## src/rtl/avalon_frame_reader_pkg.sv

```systemverilog
// Shared definitions for the frame-buffer reader and its write-side counterpart.
// Pixel word layout is 0x00RRGGBB, one pixel per Avalon word, linear raster order.
package avalon_frame_reader_pkg;

  localparam int unsigned STATE_W = 2;
  localparam logic [STATE_W-1:0] ST_IDLE  = 2'd0;
  localparam logic [STATE_W-1:0] ST_ISSUE = 2'd1;
  localparam logic [STATE_W-1:0] ST_DRAIN = 2'd2;
  localparam logic [STATE_W-1:0] ST_DONE  = 2'd3;

  localparam int unsigned PIX_W = 24;

  // Field order fixes R at [23:16], G at [15:8], B at [7:0].
  typedef struct packed {
    logic [7:0] r;
    logic [7:0] g;
    logic [7:0] b;
  } rgb_t;

  function automatic int unsigned frame_pixels(input int unsigned h, input int unsigned v);
    return h * v;
  endfunction

endpackage

```

## src/rtl/frame_reader_fifo.sv

```systemverilog
// Synchronous show-ahead FIFO with occupancy count; head entry is visible on rdata.
module frame_reader_fifo #(
  parameter int unsigned WIDTH = 24,
  parameter int unsigned DEPTH = 16
) (
  input  logic                       clk,
  input  logic                       rst,
  input  logic                       push,
  input  logic [WIDTH-1:0]           wdata,
  input  logic                       pop,
  output logic [WIDTH-1:0]           rdata,
  output logic                       empty,
  output logic [$clog2(DEPTH):0]     count
);

  localparam int unsigned PTR_W = $clog2(DEPTH);
  localparam int unsigned CNT_W = PTR_W + 1;

  logic [WIDTH-1:0] mem_q [DEPTH];
  logic [PTR_W-1:0] wr_q, wr_d, rd_q, rd_d;
  logic [CNT_W-1:0] cnt_q, cnt_d;
  logic             do_push, do_pop;

  // A pop on an empty FIFO is dropped; a push on a full FIFO is legal only alongside a pop.
  always_comb begin
    do_pop  = pop & (cnt_q != '0);
    do_push = push & ((cnt_q != CNT_W'(DEPTH)) | do_pop);
    wr_d    = wr_q + PTR_W'(do_push);
    rd_d    = rd_q + PTR_W'(do_pop);
    cnt_d   = cnt_q + CNT_W'(do_push) - CNT_W'(do_pop);
  end

  always_ff @(posedge clk) begin
    if (rst) begin
      wr_q  <= '0;
      rd_q  <= '0;
      cnt_q <= '0;
    end else begin
      wr_q  <= wr_d;
      rd_q  <= rd_d;
      cnt_q <= cnt_d;
    end
  end

  always_ff @(posedge clk) begin
    if (do_push) mem_q[wr_q] <= wdata;
  end

  assign rdata = mem_q[rd_q];
  assign empty = (cnt_q == '0);
  assign count = cnt_q;

endmodule

```

## src/rtl/avalon_frame_reader.sv

```systemverilog
// Avalon-MM read master that streams one frame from the LPDDR2 frame buffer as pixels.
// Reads are credit-limited by FIFO space so returned data can always be stored.
module avalon_frame_reader
  import avalon_frame_reader_pkg::*;
#(
  parameter int unsigned ADDR_W     = 27,
  parameter int unsigned DATA_W     = 32,
  parameter int unsigned H_ACTIVE   = 1920,
  parameter int unsigned V_ACTIVE   = 1080,
  parameter int unsigned BASE_ADDR  = 0,
  parameter int unsigned FIFO_DEPTH = 16
) (
  input  logic              iCLK,
  input  logic              iRST,
  input  logic              local_init_done,
  input  logic              frame_start,
  input  logic              avl_waitrequest_n,
  output logic [ADDR_W-1:0] avl_address,
  output logic              avl_read,
  output logic              avl_burstbegin,
  input  logic [DATA_W-1:0] avl_readdata,
  input  logic              avl_readdatavalid,
  output logic [23:0]       pix_data,
  output logic              pix_valid,
  input  logic              pix_ready,
  output logic              pix_sof,
  output logic              pix_eol,
  output logic              busy,
  output logic              frame_done,
  output logic              err_unexpected
);

  localparam int unsigned FRAME_PIXELS = frame_pixels(H_ACTIVE, V_ACTIVE);
  localparam int unsigned CNT_W        = $clog2(FIFO_DEPTH) + 1;
  localparam int unsigned X_W          = (H_ACTIVE > 1) ? $clog2(H_ACTIVE) : 1;
  localparam int unsigned Y_W          = (V_ACTIVE > 1) ? $clog2(V_ACTIVE) : 1;
  localparam logic [ADDR_W-1:0] BASE       = ADDR_W'(BASE_ADDR);
  localparam logic [ADDR_W-1:0] LAST_ISSUE = ADDR_W'(FRAME_PIXELS - 1);

  logic [STATE_W-1:0] state_q, state_d;
  logic [ADDR_W-1:0]  addr_q, addr_d, issue_q, issue_d;
  logic               read_q, read_d, busy_q, busy_d, done_q, done_d, err_q, err_d;
  logic [CNT_W-1:0]   out_q, out_d;
  logic [X_W-1:0]     x_q, x_d;
  logic [Y_W-1:0]     y_q, y_d;

  logic [PIX_W-1:0]   fifo_rdata;
  logic               fifo_empty;
  logic [CNT_W-1:0]   fifo_count;
  logic               accept, push, pop, has_credit;
  logic [CNT_W:0]     credit_sum;
  rgb_t               head_px;
  logic               unused_readdata;

  assign unused_readdata = ^avl_readdata[DATA_W-1:PIX_W];

  frame_reader_fifo #(
    .WIDTH (PIX_W),
    .DEPTH (FIFO_DEPTH)
  ) u_fifo (
    .clk   (iCLK),
    .rst   (iRST),
    .push  (push),
    .wdata (avl_readdata[PIX_W-1:0]),
    .pop   (pop),
    .rdata (fifo_rdata),
    .empty (fifo_empty),
    .count (fifo_count)
  );

  // Handshakes and read credit; credit looks at occupancy after this cycle's updates.
  always_comb begin
    accept     = read_q & avl_waitrequest_n;
    push       = avl_readdatavalid & (out_q != '0);
    pop        = ~fifo_empty & pix_ready;
    out_d      = out_q + CNT_W'(accept) - CNT_W'(push);
    credit_sum = (CNT_W+1)'(out_d) + (CNT_W+1)'(fifo_count)
               + (CNT_W+1)'(push) - (CNT_W+1)'(pop);
    has_credit = credit_sum < (CNT_W+1)'(FIFO_DEPTH);
    err_d      = err_q | (avl_readdatavalid & (out_q == '0));
  end

  always_comb begin
    state_d = state_q;
    addr_d  = addr_q;
    issue_d = issue_q;
    read_d  = read_q;
    busy_d  = busy_q;
    done_d  = 1'b0;
    case (state_q)
      ST_IDLE: begin
        if (frame_start && local_init_done) begin
          state_d = ST_ISSUE;
          read_d  = 1'b1;
          busy_d  = 1'b1;
          issue_d = '0;
          addr_d  = BASE;
        end
      end
      ST_ISSUE: begin
        if (accept) begin
          addr_d  = addr_q + ADDR_W'(1);
          issue_d = issue_q + ADDR_W'(1);
          if (issue_q == LAST_ISSUE) begin
            state_d = ST_DRAIN;
            read_d  = 1'b0;
          end else begin
            read_d = has_credit;
          end
        end else if (!read_q) begin
          read_d = has_credit;
        end
      end
      ST_DRAIN: begin
        if ((out_q == '0) && fifo_empty) begin
          state_d = ST_DONE;
          done_d  = 1'b1;
          busy_d  = 1'b0;
          addr_d  = BASE;
        end
      end
      ST_DONE: state_d = ST_IDLE;
      default: state_d = ST_IDLE;
    endcase
  end

  // Raster position of the FIFO head pixel.
  always_comb begin
    x_d = x_q;
    y_d = y_q;
    if (pop) begin
      if (x_q == X_W'(H_ACTIVE - 1)) begin
        x_d = '0;
        y_d = (y_q == Y_W'(V_ACTIVE - 1)) ? '0 : y_q + Y_W'(1);
      end else begin
        x_d = x_q + X_W'(1);
      end
    end
  end

  always_ff @(posedge iCLK) begin
    if (iRST) begin
      state_q <= ST_IDLE;
      addr_q  <= BASE;
      issue_q <= '0;
      read_q  <= 1'b0;
      busy_q  <= 1'b0;
      done_q  <= 1'b0;
      err_q   <= 1'b0;
      out_q   <= '0;
      x_q     <= '0;
      y_q     <= '0;
    end else begin
      state_q <= state_d;
      addr_q  <= addr_d;
      issue_q <= issue_d;
      read_q  <= read_d;
      busy_q  <= busy_d;
      done_q  <= done_d;
      err_q   <= err_d;
      out_q   <= out_d;
      x_q     <= x_d;
      y_q     <= y_d;
    end
  end

  assign head_px        = rgb_t'(fifo_rdata);
  assign avl_address    = addr_q;
  assign avl_read       = read_q;
  assign avl_burstbegin = read_q;
  assign pix_valid      = ~fifo_empty;
  assign pix_data       = fifo_empty ? '0 : {head_px.r, head_px.g, head_px.b};
  assign pix_sof        = pix_valid & (x_q == '0) & (y_q == '0);
  assign pix_eol        = pix_valid & (x_q == X_W'(H_ACTIVE - 1));
  assign busy           = busy_q;
  assign frame_done     = done_q;
  assign err_unexpected = err_q;

endmodule

```

## config.mk

```make
export PLATFORM = sky130hd
export DESIGN_NAME = avalon_frame_reader
export DESIGN_NICKNAME = d
export VERILOG_FILES = /design/src/rtl/avalon_frame_reader_pkg.sv /design/src/rtl/frame_reader_fifo.sv /design/src/rtl/avalon_frame_reader.sv
export SDC_FILE = /design/constraint.sdc
export NUM_CORES = 1
export LEC_CHECK = 0
export CAP_MARGIN = 30
export CORE_ASPECT_RATIO = 2
export CORE_MARGIN = 1.5
export CORE_UTILIZATION = 65
export DETAILED_ROUTE_END_ITERATION = 6
export GPL_ROUTABILITY_DRIVEN = 0
export PLACE_DENSITY_LB_ADDON = 0.05
export SKIP_CTS_REPAIR_TIMING = 1
export SLEW_MARGIN = 20
export SYNTH_ARGS = -nofsm -noshare
export SYNTH_HDL_FRONTEND = slang
export SYNTH_SLANG_ARGS = --single-unit
export TNS_END_PERCENT = 100
```

## constraint.sdc

```tcl
create_clock -name iCLK -period 6.45 [get_ports iCLK]
set_input_delay 0.645 -clock iCLK [delete_from_list [all_inputs] [get_ports iCLK]]
set_output_delay 0.645 -clock iCLK [all_outputs]
set_load 0.005 [all_outputs]
```

# == Yosys cells after proc, flatten, opt, wreduce, memory -nomap -nowiden ==
# Memories as Yosys holds them, arrays and structs flattened. A register that Yosys moved wholly into a read port is not among the register bits.
# Index checks and enable logic that the tools add are counted.
# totals
output_inout_bits,59
latch_bits,0
n_memories,1
register_bits,100
romBits,0
mem_bits_rw,384
# memory_table
name,depth,word_bits,read_ports,rd_clocked_by_memory_dff,wr,line_no,rtl
u_fifo.mem_q,16,24,1,1,1,frame_reader_fifo.sv:19,logic [WIDTH-1:0] mem_q [DEPTH];
# op_classes
addsub,13
n_mul,0
muxes,25
order_cmp,1
div,0
n_eq_ne,11
shift,0
bitwise,13
reduce_logical,19
# ops
operator,count
$mux 27,4
$pmux 27 s3,1
$add 27x1->27 const B,2
$pmux 27 s2,1
$eq 27x21->1 const B,1
$mux 24,1
$add 11x1->11 const B,2
$eq 11x11->1 const B,2
$logic_not 11->1,2
$mux 11,2
$add 5x1->5,2
$logic_not 5->1,2
$reduce_bool 5->1,2
$sub 5x1->5,2
$and 1x1->1,9
$add 4x1->4,2
$mux 1,8
$mux 2,4
$ne 2x2->1 const B,4
$pmux 2 s4,1
$reduce_and 4->1,2
$add 5x5->6,1
$add 6x1->6,1
$lt 6x5->1 const B,1
15 further kinds,23

# == Depth between registers and ports, before layout ==
# Gate-level depths: netlist of run 1.
# depth
depth_word,10
ltp_mapped,20
depth_no_buf,20

# == By module ==
# From an unflattened synthesis of run 1, not the netlist that was laid out.
# unflattened
hier_cells,1259
area_unflattened_um2,19920.4
# by_module_without_submodules
mod,seq_area_each_um2,n_inst,cells_per_inst,area_each_um2
frame_reader_fifo,11791.3,1,678,15097.0
avalon_frame_reader,1741.7,1,581,4823.4

# == Worst setup path before layout of run 1 ==
# Ideal clock, no wire load.
# synth_path
kind,register -> register
startpoint,register out_q[3]
endpoint,"register read_q, in the netlist avl_burstbegin"
arrival_time_ns,3.897
required_time_ns,6.380
path_buffers,0
slack_ns,2.482
stages_incl_launch_ff,20
path_cell_list,dfxtp_1 -> inv_1 -> ha_1 -> or4b_4 -> nand2_1 -> inv_1 -> ha_1 -> inv_1 -> ha_1 -> fa_1 -> a21oi_1 -> nor2_1 -> nor2_1 -> xnor2_1 -> ha_1 -> inv_1 -> ha_1 -> or4_1 -> a221o_1 -> a21oi_1
# synth_between
elab_chain_cells,10
elab_cells_between_ends,12
cone_classes,add/sub (5); order compare (1); mux (4); bitwise (1); reduce/logical (1)
# synth_lines
item,line_no,rtl
"start, declared",avalon_frame_reader.sv:43,"logic [CNT_W-1:0] out_q, out_d;"
"start signal, assigned",avalon_frame_reader.sv:161,out_q <= out_d;
"parallel branches: the longest is 4 deep, another holds $add 5x5->6",n/a,
$add 6x1->6 *,avalon_frame_reader.sv:78,+ (CNT_W+1)'(push) - (CNT_W+1)'(pop);
$sub 6x1->6 *,avalon_frame_reader.sv:78,
$lt 6x5->1 *,avalon_frame_reader.sv:79,has_credit = credit_sum < (CNT_W+1)'(FIFO_DEPTH);
"$mux 1, on equally long branches","avalon_frame_reader.sv:110, avalon_frame_reader.sv:104",
$mux 1 *,avalon_frame_reader.sv:101,if (accept) begin
$pmux 1 s2 *,avalon_frame_reader.sv:90,case (state_q)
"end signal, assigned",avalon_frame_reader.sv:157,read_q <= read_d;
"end, declared",avalon_frame_reader.sv:42,"logic read_q, read_d, busy_q, busy_d, done_q, done_d, err_q, err_d;"
# Mark *: on every way between the ends.
# A chain may end at the register's enable or synchronous reset.

# == Final worst setup path of run 1 ==
# Same ends and word-level chain as after synthesis.

==> impl_metrics.json, run 1 <==
{
  "grt_util_all_layers_pct": 28.8,
  "vdd_drop_max_mv": 0.393,
  "die_w_um": 127,
  "p_comb_share_pct": 26.6,
  "p_total_uw": 8250,
  "synth_fp_nets": 1276,
  "startpoint": "out_q[3]",
  "antenna_found_initial": 0,
  "synthToLayoutAreaGrowth_pct": 15.0,
  "reg2reg_from": "out_q[3]",
  "yosysMostFrequentCell": "edfxtp_1",
  "synthArstFlopShare_pct": 0,
  "worstHoldStart": "err_unexpected",
  "layout.nets": 1388,
  "syn_area_mm2": 0.0199,
  "seqPwrFrac_pct": 44.3,
  "root_buffer": "clkbuf_16",
  "fin_crit_ns": 4.38,
  "synth_commonest_cells": "edfxtp_1 (384), mux4_2 (120), dfxtp_1 (100)",
  "drt-initial-drc-count": 977,
  "p_sw_uw": 2300,
  "crit_path_end_kind": "flop",
  "grt_pass1_vias": 11580,
  "grt_pass1_wl_um": 66700,
  "criticalPathCategory": "flop to flop",
  "clock_latency_ns": 0.55,
  "numClockSinks": 484,
  "relSlewSlack_pct": 40.8,
  "antenna_cells": 0,
  "placed_area_mm2": 0.0216,
  "row_count": 90,
  "grt_overflow": 0,
  "arrival_ns": 4.85,
  "cts_buffer_depth": 3,
  "via_count": 11051,
  "drv_cap": 0,
  "ys.warnings.count": 0,
  "hold_path.class": "flop to flop",
  "stdcell_area_mm2": 0.0229,
  "drv_slew": 0,
  "skew_ns": 0.0159,
  "period_share_pct": 67.9,
  "fp.dieH_um": 250,
  "vias_per_cell": 6.47,
  "nFillCells": 1748,
  "path_max_fanout": 3,
  "avgSynthCellArea_um2": 16.6,
  "die_area_mm2": 0.0317,
  "wl_per_cell_um": 25.8,
  "ys.flop_type": "edfxtp_1",
  "p_per_area_mw_per_mm2": 360,
  "worstMarginPinSlew_ns": 0.881,
  "path_clk_slew_ns": 0.07,
  "synth_edf_count": 384,
  "finalSetupViolations": 0,
  "cp-start-kind": "flop",
  "cts_buffers": 41,
  "p_int_uw": 5950,
  "synth_top_cell_area_share_pct": 58.0,
  "hold_viol": 0,
  "yosys-top-cells-area": "edfxtp_1 (58%), mux4_2 (14%), dfxtp_1 (10%), ha_1 (2.3%), nor2_1 (1.6%)",
  "synth_top_area_cell": "edfxtp_1",
  "netlist_instances": 1198,
  "drt-total-wl_um": 44000,
  "cts_max_level": 2,
  "p_leak_uw": 0.00726,
  "ys_ff_latch": 484,
  "required_ns": 6.92,
  "fin_setup_tns_ns": 0,
  "hpwl_um": 25400,
  "drtPass1Iterations": 5,
  "clock_power_share_pct": 29.1,
  "ios": 98,
  "cts_tree": "done",
  "rsz0062_at_grt": "false",
  "drive_gt1_share_pct": 18.3,
  "status": "completed",
  "design.core.area_mm2": 0.0302,
  "ant_nets": 0,
  "drc_errors": 0,
  "io_buffers": 89,
  "switching_share_pct": 27.9,
  "start_util_pct": 65.9,
  "grt_max_degree": 40,
  "yosysSeqAreaShare_pct": 68.0,
  "max_freq_ghz": 0.228,
  "finish.utilization_pct": 75.8,
  "ys_types": 60
}
-- cell type report --
class,count,area [µm²],share of cell area [%]
clock buffer,43,1030,4.52
clock inverter,29,249,1.09
inverter,42,158,0.689
multi-input combinational,623,6100,26.6
sequential,484,13500,59.2
tap,368,460,2.01
timing repair buffer,118,1350,5.88
-- layer usage --
metal,global-route usage (%),wire length (µm)
met1,34.3,15300
met3,4.04,2670
met2,52.5,24300
met5,0,0
met4,11.8,1660
-- path summary, 6_finish.rpt --
path	to	slack (ns)	depth (start not counted)
max reg2reg	avl_burstbegin	2.07	19
min	err_unexpected	0.48	2
max	avl_burstbegin	2.07	19
min reg2reg	err_unexpected	0.48	2
-- flip-flops by register name, summed over array words and instances (netlist names) --
register        flops
avl_address        27
u_fifo.rd_q         4
x_q                11
avl_burstbegin      1
y_q                11
u_fifo.mem_q      384
issue_q            27
u_fifo.wr_q         4
u_fifo.count        5
state_q             2
err_unexpected      1
out_q               5
busy                1
frame_done          1
-- power by group through the flow --
stage | Sequential (µW) | Clock (µW) | Combinational, µW
finish | 3660 | 2400 | 2190
global route | 3670 | 2530 | 2400
CTS | 3660 | 2430 | 2220
detailed placement | 3720 | 0 | 2190
global placement | 3750 | 0 | 2060
floorplan | 3640 | 0 | 1500
-- cells by family after synthesis --
family	share of synthesized area (%)
adders and majority gates	2.53
DFF	68.0
AOI/OAI and AO/OA	2.63
and+or+nand+nor	8.60
buffers and inverters	1.99
muxes	13.6
xor gates and xnor gates	2.60
-- cells in the final DEF, fill, tap and decap left out, types with 4 or more instances in the layout --
master and count:
clkinv_1 9, mux4_2 120, edfxtp_1 384, nor2b_1 8
nor2_1 75, buf_16 9, buf_12 4, and2_1 28
clkbuf_16 41, and4_1 7, nor4b_1 6, clkinv_2 5
xor2_1 33, nand3b_1 4, nand2_1 32, nand4_1 28
o21ai_0 25, inv_6 4, and3_1 9, nor2_4 12
inv_1 42, buf_4 15, nand3_1 40, or3_1 20
dfxtp_1 97, clkinvlp_4 6, xnor2_1 26, a21oi_1 39
nor4_1 13, ha_1 37, clkdlybuf4s50_1 89, nor3_1 11
-- worst max-delay path: stages, from the launching register on --
cell and delay [ns]:
dfxtp_1 0.33, inv_1 0.09, ha_1 0.17, or4b_4 0.49
nand2_1 0.16, inv_1 0.06, ha_1 0.27, inv_1 0.04
ha_1 0.19, fa_1 0.40, a21oi_1 0.16, nor2_1 0.05
nor2_1 0.12, xnor2_1 0.11, ha_1 0.28, inv_1 0.04
ha_1 0.30, or4_1 0.55, a221o_1 0.34, a21oi_1 0.16
-- through the flow --
step                setup slack [ns]  hold slack, ns  instances
finish                          2.07           0.477       1707
global route                    1.80           0.503       1707
CTS                             2.06           0.486       1707
detailed placement              2.03           0.472       1635
global placement                2.05           0.450       1621
floorplan                       2.48           0.449       1198
Power figures use the tool's default switching activity.
==> inputs of run 2 (changes only) <==
--- a/config.mk
+++ b/config.mk
@@ -8,7 +8,7 @@
 export CAP_MARGIN = 30
 export CORE_ASPECT_RATIO = 2
 export CORE_MARGIN = 1.5
-export CORE_UTILIZATION = 65
+export CORE_UTILIZATION = 60
 export DETAILED_ROUTE_END_ITERATION = 6
 export GPL_ROUTABILITY_DRIVEN = 0
 export PLACE_DENSITY_LB_ADDON = 0.05
==> constraint.sdc (replaced) <==
create_clock -name iCLK -period 4.1 [get_ports iCLK]
set_input_delay 0.41 -clock iCLK [delete_from_list [all_inputs] [get_ports iCLK]]
set_output_delay 0.41 -clock iCLK [all_outputs]
set_load 0.005 [all_outputs]
==> impl_metrics.json, run 2 (synthesis results as in run 1) <==
{
  "status": "completed",
  "cts_buffer_depth": 3,
  "io_buffers": 89,
  "slowest_delay_ns": 0.51,
  "required_ns": 4.57,
  "max_freq_ghz": 0.249,
  "nFillCells": 2088,
  "criticalPathCategory": "flop to flop",
  "wl_per_cell_um": 23.7,
  "root_buffer": "clkbuf_16",
  "finish.utilization_pct": 70.4,
  "drtPass1Iterations": 5,
  "worstMarginPinSlew_ns": 0.799,
  "p_sw_uw": 3620,
  "hold_viol": 0,
  "clock_power_share_pct": 29.5,
  "cp_slowest_cell": "or4_1",
  "cp_common_cell": "ha_4",
  "vdd_drop_max_mv": 0.536,
  "cts_tree": "done",
  "largest-register": "u_fifo.mem_q",
  "fin_crit_ns": 4.01,
  "drive_gt1_share_pct": 20.4,
  "final_common_cell": "edfxtp_1",
  "rsz0062_at_grt": "true",
  "via_count": 10903,
  "hold_path.class": "flop to flop",
  "ant_nets": 0,
  "arrival_ns": 4.48,
  "drt-initial-drc-count": 657,
  "period_share_pct": 97.8,
  "final_cell_mix": "edfxtp_1 (384), mux4_2 (120), dfxtp_1 (95), clkdlybuf4s50_1 (89), nor2_1 (75)",
  "die_area_mm2": 0.0343,
  "clock_latency_ns": 0.55,
  "p_per_area_mw_per_mm2": 575,
  "grt_overflow": 0,
  "cp-start-kind": "flop",
  "row_count": 94,
  "cts_buffers": 41,
  "relSlewSlack_pct": 46.1,
  "p_leak_uw": 0.00737,
  "vias_per_cell": 6.10,
  "crit_path_end_kind": "flop",
  "drv_cap": 0,
  "stdcell_area_mm2": 0.0231,
  "fp.dieH_um": 261,
  "drv_slew": 0,
  "die_w_um": 132,
  "largest_reg_flops": 384,
  "path_clk_slew_ns": 0.07,
  "start_util_pct": 60.6,
  "ios": 98,
  "synthToLayoutAreaGrowth_pct": 16.0,
  "hpwl_um": 26000,
  "antenna_cells": 0,
  "grt_max_degree": 43,
  "placed_area_mm2": 0.0216,
  "p_comb_share_pct": 27.2,
  "switching_share_pct": 27.3,
  "antenna_found_initial": 0,
  "path_max_fanout": 2,
  "design.core.area_mm2": 0.0328,
  "finalSetupViolations": 0,
  "fin_setup_tns_ns": 0,
  "drt-total-wl_um": 42400,
  "cp_num_buf_inv": 4,
  "layout.nets": 1402,
  "p_int_uw": 9650,
  "cp_cell_sequence": "inv_2, ha_4, or4b_4, nand2_4, inv_4, ha_4, inv_2, ha_4, fa_2, a21oi_2, nor2_1, nor2_1, xnor2_1, ha_1, inv_2, ha_4, or4_1, a221o_1, a21oi_1",
  "cts_max_level": 2,
  "numClockSinks": 484,
  "grt_pass1_wl_um": 65100,
  "drc_errors": 0,
  "grt_pass1_vias": 11407,
  "cpLargestDelayFamily": "adder cells",
  "skew_ns": 0.0173,
  "grt_util_all_layers_pct": 25.4,
  "seqPwrFrac_pct": 43.3
}
## run 2: cell types whose count changed in the layout (fill, tap and decap cells not counted), sizes merged
cell,previous run,this run
buf,29,43
clkinvlp,6,2
clkbuf,43,47
bufinv,3,5
## run 2: power groups by stage
stage,combinational (µW),clock (µW),sequential (µW)
2_1_floorplan,2360,0,5730
3_3_place_gp,3450,0,5830
3_5_place_dp,3520,0,5850
4_1_cts,3540,3980,5740
5_1_grt,3940,4160,5770
6_report,3610,3910,5740
## run 2: final timing paths
kind	startpoint	end	slack [ns]	cells past startpoint
setup reg to reg	out_q[2]	avl_burstbegin	0.09	19
setup / recovery	out_q[2]	avl_burstbegin	0.09	19
hold reg to reg	err_unexpected	err_unexpected	0.48	2
hold / removal	err_unexpected	err_unexpected	0.48	2
## run 2: cell type report
class	count	area [µm²]	area share [%]
sequential	484	13500	58.7
tap	432	541	2.34
clock inverter	27	258	1.12
clock buffer	47	1090	4.72
multi-input combinational	623	6140	26.6
timing repair buffer	132	1350	5.85
inverter	42	160	0.694
## run 2: per-layer routing
| metal | GRT usage [%] | up-vias | routed length (µm) |
|---|---|---|---|
| met2 | 48.7 | 286 | 24000 |
| met3 | 2.93 | 79 | 1740 |
| met5 | 0 | - | 0 |
| li1 | - | 4940 | - |
| met1 | 29.0 | 5598 | 15300 |
| met4 | 9.14 | 0 | 1350 |
## run 2: tightest hold or removal path, cell delays in order, from the launching register on
cell and delay (ns):
dfxtp_1 0.33, a21oi_1 0.04, nor2_1 0.07
## run 2: metrics by stage
stage / total power [µW] / hold slack (ns) / setup WS (ns) / std cells
floorplan: 8090 / 0.449 / 0.132 / 1198
global placement: 9280 / 0.447 / 0.0131 / 1709
detailed placement: 9370 / 0.467 / -0.129 / 1709
CTS: 13300 / 0.485 / -0.157 / 1783
global route: 13900 / 0.514 / -0.0404 / 1787
finish: 13300 / 0.483 / 0.0906 / 1787
==> inputs of run 3 (changes only) <==
--- a/config.mk
+++ b/config.mk
@@ -7,8 +7,7 @@
 export LEC_CHECK = 0
 export CAP_MARGIN = 30
 export CORE_ASPECT_RATIO = 2
-export CORE_MARGIN = 1.5
-export CORE_UTILIZATION = 60
+export CORE_UTILIZATION = 50
 export DETAILED_ROUTE_END_ITERATION = 6
 export GPL_ROUTABILITY_DRIVEN = 0
 export PLACE_DENSITY_LB_ADDON = 0.05
==> impl_metrics.json, run 3 (synthesis results as in run 1) <==
{
  "nFillCells": 3059,
  "preCtsSetupSlack_ns": -0.100,
  "fp.dieH_um": 284,
  "cpLargestDelayFamily": "adder cells",
  "cts_buffers": 43,
  "ios": 98,
  "skew_ns": 0.0194,
  "numClockSinks": 484,
  "clock_latency_ns": 0.56,
  "rsz0062_at_grt": "true",
  "grt_pass1_wl_um": 66100,
  "layout.nets": 1405,
  "stdcell_count": 1886,
  "relSlewSlack_pct": 34.7,
  "cts_max_level": 2,
  "synthToLayoutAreaGrowth_pct": 16.9,
  "slowest_delay_ns": 0.50,
  "status": "completed",
  "p_leak_uw": 0.00737,
  "hold_path.class": "flop to flop",
  "antenna_found_initial": 0,
  "grt_overflow": 0,
  "grt_util_all_layers_pct": 22.5,
  "hpwl_um": 27500,
  "cp-start-kind": "flop",
  "drtPass1Iterations": 4,
  "multiInputGateArea_mm2": 0.00613,
  "max_freq_ghz": 0.250,
  "cts_tree": "done",
  "antenna_cells": 0,
  "finalSetupViolations": 0,
  "die_w_um": 143,
  "period_share_pct": 97.7,
  "row_count": 103,
  "path_max_fanout": 2,
  "rr_worst_depth": 20,
  "cp_cell_sequence": "inv_2, ha_4, or4b_4, nand2_4, inv_2, ha_4, inv_2, ha_4, fa_2, a21oi_2, nor2_1, nor2_1, xnor2_1, ha_1, inv_1, ha_2, xor2_1, or4_1, a221o_1, a21oi_1",
  "placedCellCount": 1805,
  "drv_slew": 0,
  "vias_per_cell": 5.75,
  "path_clk_slew_ns": 0.06,
  "cp.depth": 20,
  "die_area_mm2": 0.0406,
  "r2r_slack_ns": 0.09,
  "largest_reg_flops": 384,
  "drt-initial-drc-count": 425,
  "setup_slack_ns": 0.0942,
  "crit_path_end_kind": "flop",
  "p_per_area_mw_per_mm2": 569,
  "start_util_pct": 50.6,
  "hold_depth": 2,
  "cts_buffer_depth": 3,
  "via_count": 10846,
  "design.core.area_mm2": 0.0393,
  "stdcell_area_mm2": 0.0233,
  "drt-total-wl_um": 43900,
  "r2r_end": "avl_burstbegin",
  "cp_num_buf_inv": 4,
  "drc_errors": 0,
  "final_cell_mix": "edfxtp_1 (384), mux4_2 (120), dfxtp_1 (94), clkdlybuf4s50_1 (89), nor2_1 (75)",
  "worstMarginPinSlew_ns": 0.980,
  "cp_slowest_cell": "or4_1",
  "hold_viol": 0,
  "vdd_drop_max_mv": 0.414,
  "criticalPathCategory": "flop to flop",
  "required_ns": 4.58,
  "final_common_cell": "edfxtp_1",
  "placed_area_mm2": 0.0218,
  "grt_pass1_vias": 11233,
  "ant_nets": 0,
  "root_buffer": "clkbuf_16",
  "finish.utilization_pct": 59.2,
  "grt_max_degree": 51,
  "drive_gt1_share_pct": 20.2,
  "hold_ws_ns": 0.480,
  "fin_crit_ns": 4.01,
  "drv_cap": 0,
  "reg2reg_from": "out_q[3]",
  "whs_endpoint": "x_q[1]",
  "wl_per_cell_um": 23.3,
  "worstHoldStart": "x_q[1]",
  "seq_area_mm2": 0.0135,
  "arrival_ns": 4.48,
  "largest-register": "u_fifo.mem_q",
  "io_buffers": 89
}
run 3: how the worst max path moves through the flow:
stage	from	slack, ns	endpoint
floorplan	out_q[3]	0.13	avl_burstbegin
global placement	out_q[2]	-0.07	avl_burstbegin
detailed placement	out_q[2]	-0.1	avl_burstbegin
CTS	out_q[2]	-0.13	avl_burstbegin
global route	out_q[3]	-0.05	avl_burstbegin
finish	out_q[3]	0.09	avl_burstbegin
run 3: where the power goes:
part	leakage, µW	switching (µW)	internal, µW
sequential	0.00428	184	5550
clock	0.000658	1760	2170
combinational	0.00243	1710	1860
run 3: per-stage QoR:
stage                     total power, µW  setup TNS (ns)
final                               13200               0
after detailed placement             9400          -0.100
after global routing                13900         -0.0500
after CTS                           13300          -0.128
after global placement               9360         -0.0671
after floorplan                      8090               0
run 3: routing by layer:
metal / wire length (µm) / GRT usage, % / vias up / part of all wire, %
li1: - / - / 4930 / -
met1: 15900 / 24.7 / 5635 / 36
met2: 25200 / 43.1 / 207 / 57
met3: 1470 / 2.81 / 74 / 3.4
met4: 1320 / 8.01 / 0 / 3.0
met5: 0 / 0 / - / 0
run 3: cell type report:
| class | count | share of cell area [%] |
|---|---|---|
| inverter | 42 | 0.678 |
| sequential | 484 | 58.3 |
| clock inverter | 25 | 0.909 |
| tap | 525 | 2.83 |
| clock buffer | 54 | 4.90 |
| multi-input combinational | 623 | 26.4 |
| timing repair buffer | 133 | 6.06 |
run 3: worst min-delay path: cells and delay by family, from the launching register on:
| family | cells | cell delay, ns |
|---|---|---|
| flops | 1 | 0.33 |
| compound gates | 1 | 0.05 |
| simple gates | 1 | 0.06 |
==> edit: new RTL, settings of run 3 <==
`STATE_W`: 2 -> 4.
--- a/src/rtl/avalon_frame_reader_pkg.sv
+++ b/src/rtl/avalon_frame_reader_pkg.sv
@@ -2,7 +2,7 @@
 // Pixel word layout is 0x00RRGGBB, one pixel per Avalon word, linear raster order.
 package avalon_frame_reader_pkg;
 
-  localparam int unsigned STATE_W = 2;
+  localparam int unsigned STATE_W = 4;
   localparam logic [STATE_W-1:0] ST_IDLE  = 2'd0;
   localparam logic [STATE_W-1:0] ST_ISSUE = 2'd1;
   localparam logic [STATE_W-1:0] ST_DRAIN = 2'd2;
Function: no difference found for any inputs over 4 cycles, from zero or initial values and one cycle with iRST high; that may be too few to reach the edited logic, so the function may still have changed.
==> edit against run 3 <==
Sequential cell count is the same; sequential share of layout area shrank 0.28 points; core utilization grew 0.083 points; area after synthesis grew 0.18%; final area grew 0.47%; total power grew 4.9%; register-to-register slack gained 0.24 ns; routed wire length grew 1.7%; synthesized cell count grew 0.67%; largest power group unchanged; critical path depth shrank 15; worst setup slack gained 0.21 ns.
==> edit: results (changes against run 3) <==
status=finished, final reports clean (unchanged); All-Layer GR Usage=22.9% (was 22.5%); Inverters excl. clock=38 (was 42); CP Data Arrival Time=3.38 ns (was 4.48 ns); fraction of area in multi-input gates=26.4% (about the same); P_clk=0.00449 W (was 0.00393 W); pre-CTS WS=0.250 ns (was -0.100 ns); signal buffers share of area=5.41% (was 6.06%); area of the multi-input gates=6170 um2 (was 6130 um2); first-pass iteration count of the detailed router=5 (was 4); FILL cells=3065 (was 3059); post-synthesis xor/xnor area fraction=2.55% (was 2.60%); top cells by count, synth=384 x edfxtp_1, 120 x mux4_2, 100 x dfxtp_1, 88 x nor2_1, 43 x nand2_1 (was 384 x edfxtp_1, 120 x mux4_2, 100 x dfxtp_1, 87 x nor2_1, 42 x inv_1); final WL=44.6 mm (was 43.9 mm); final-layout clock buffer total=49 (was 54); pin count of the biggest net entering global routing=36 (was 51); DP Area=21700 um2 (was 21800 um2); slowest stage delay, CP=0.69 ns (was 0.50 ns); Non-clock buffers=127 (was 133); compound-cell area share of the yosys netlist=2.54% (was 2.63%); Seq/total area=58.0% (was 58.3%); Slew headroom=48.3% (was 34.7%); ClkCell Share=6.80% (was 5.81%); NumNets Final=1406 (was 1405); adder-cell area share of the yosys netlist=2.46% (was 2.53%); DR iter-0 viols=568 (was 425); multi-input gate count=634 (was 623); first-pass GRT wire length=67.6 mm (was 66.1 mm); Post-Syn Nets=1283 (was 1276)
## edit: changes by cell type after synthesis, sizes merged, moves of 4 or more
| cell | change |
|---|---|
| nand3 | -4 |
| xor2 | -4 |
| or4 | +6 |
| clkbuf | +13 |
| o21ai | -4 |
| inv | -5 |
| nand2 | +11 |
| buf | -12 |
## edit: path summary, 6_finish.rpt
check / start / endpoint / slack [ns] / depth (start not counted)
max reg2reg: out_q[2] / avl_burstbegin / 0.33 / 21
min reg2reg: err_unexpected / err_unexpected / 0.48 / 2
max: u_fifo.rd_q[0] / pix_data[3] / 0.31 / 5
min: err_unexpected / err_unexpected / 0.48 / 2
## edit: routing by layer
layer | part of all wire (%) | vias to the layer above | global-route usage (%)
met5 | 0.029 | - | 0
li1 | - | 4970 | -
met1 | 38 | 5629 | 26.5
met4 | 2.8 | 2 | 7.45
met3 | 4.2 | 79 | 3.05
met2 | 55 | 273 | 42.9
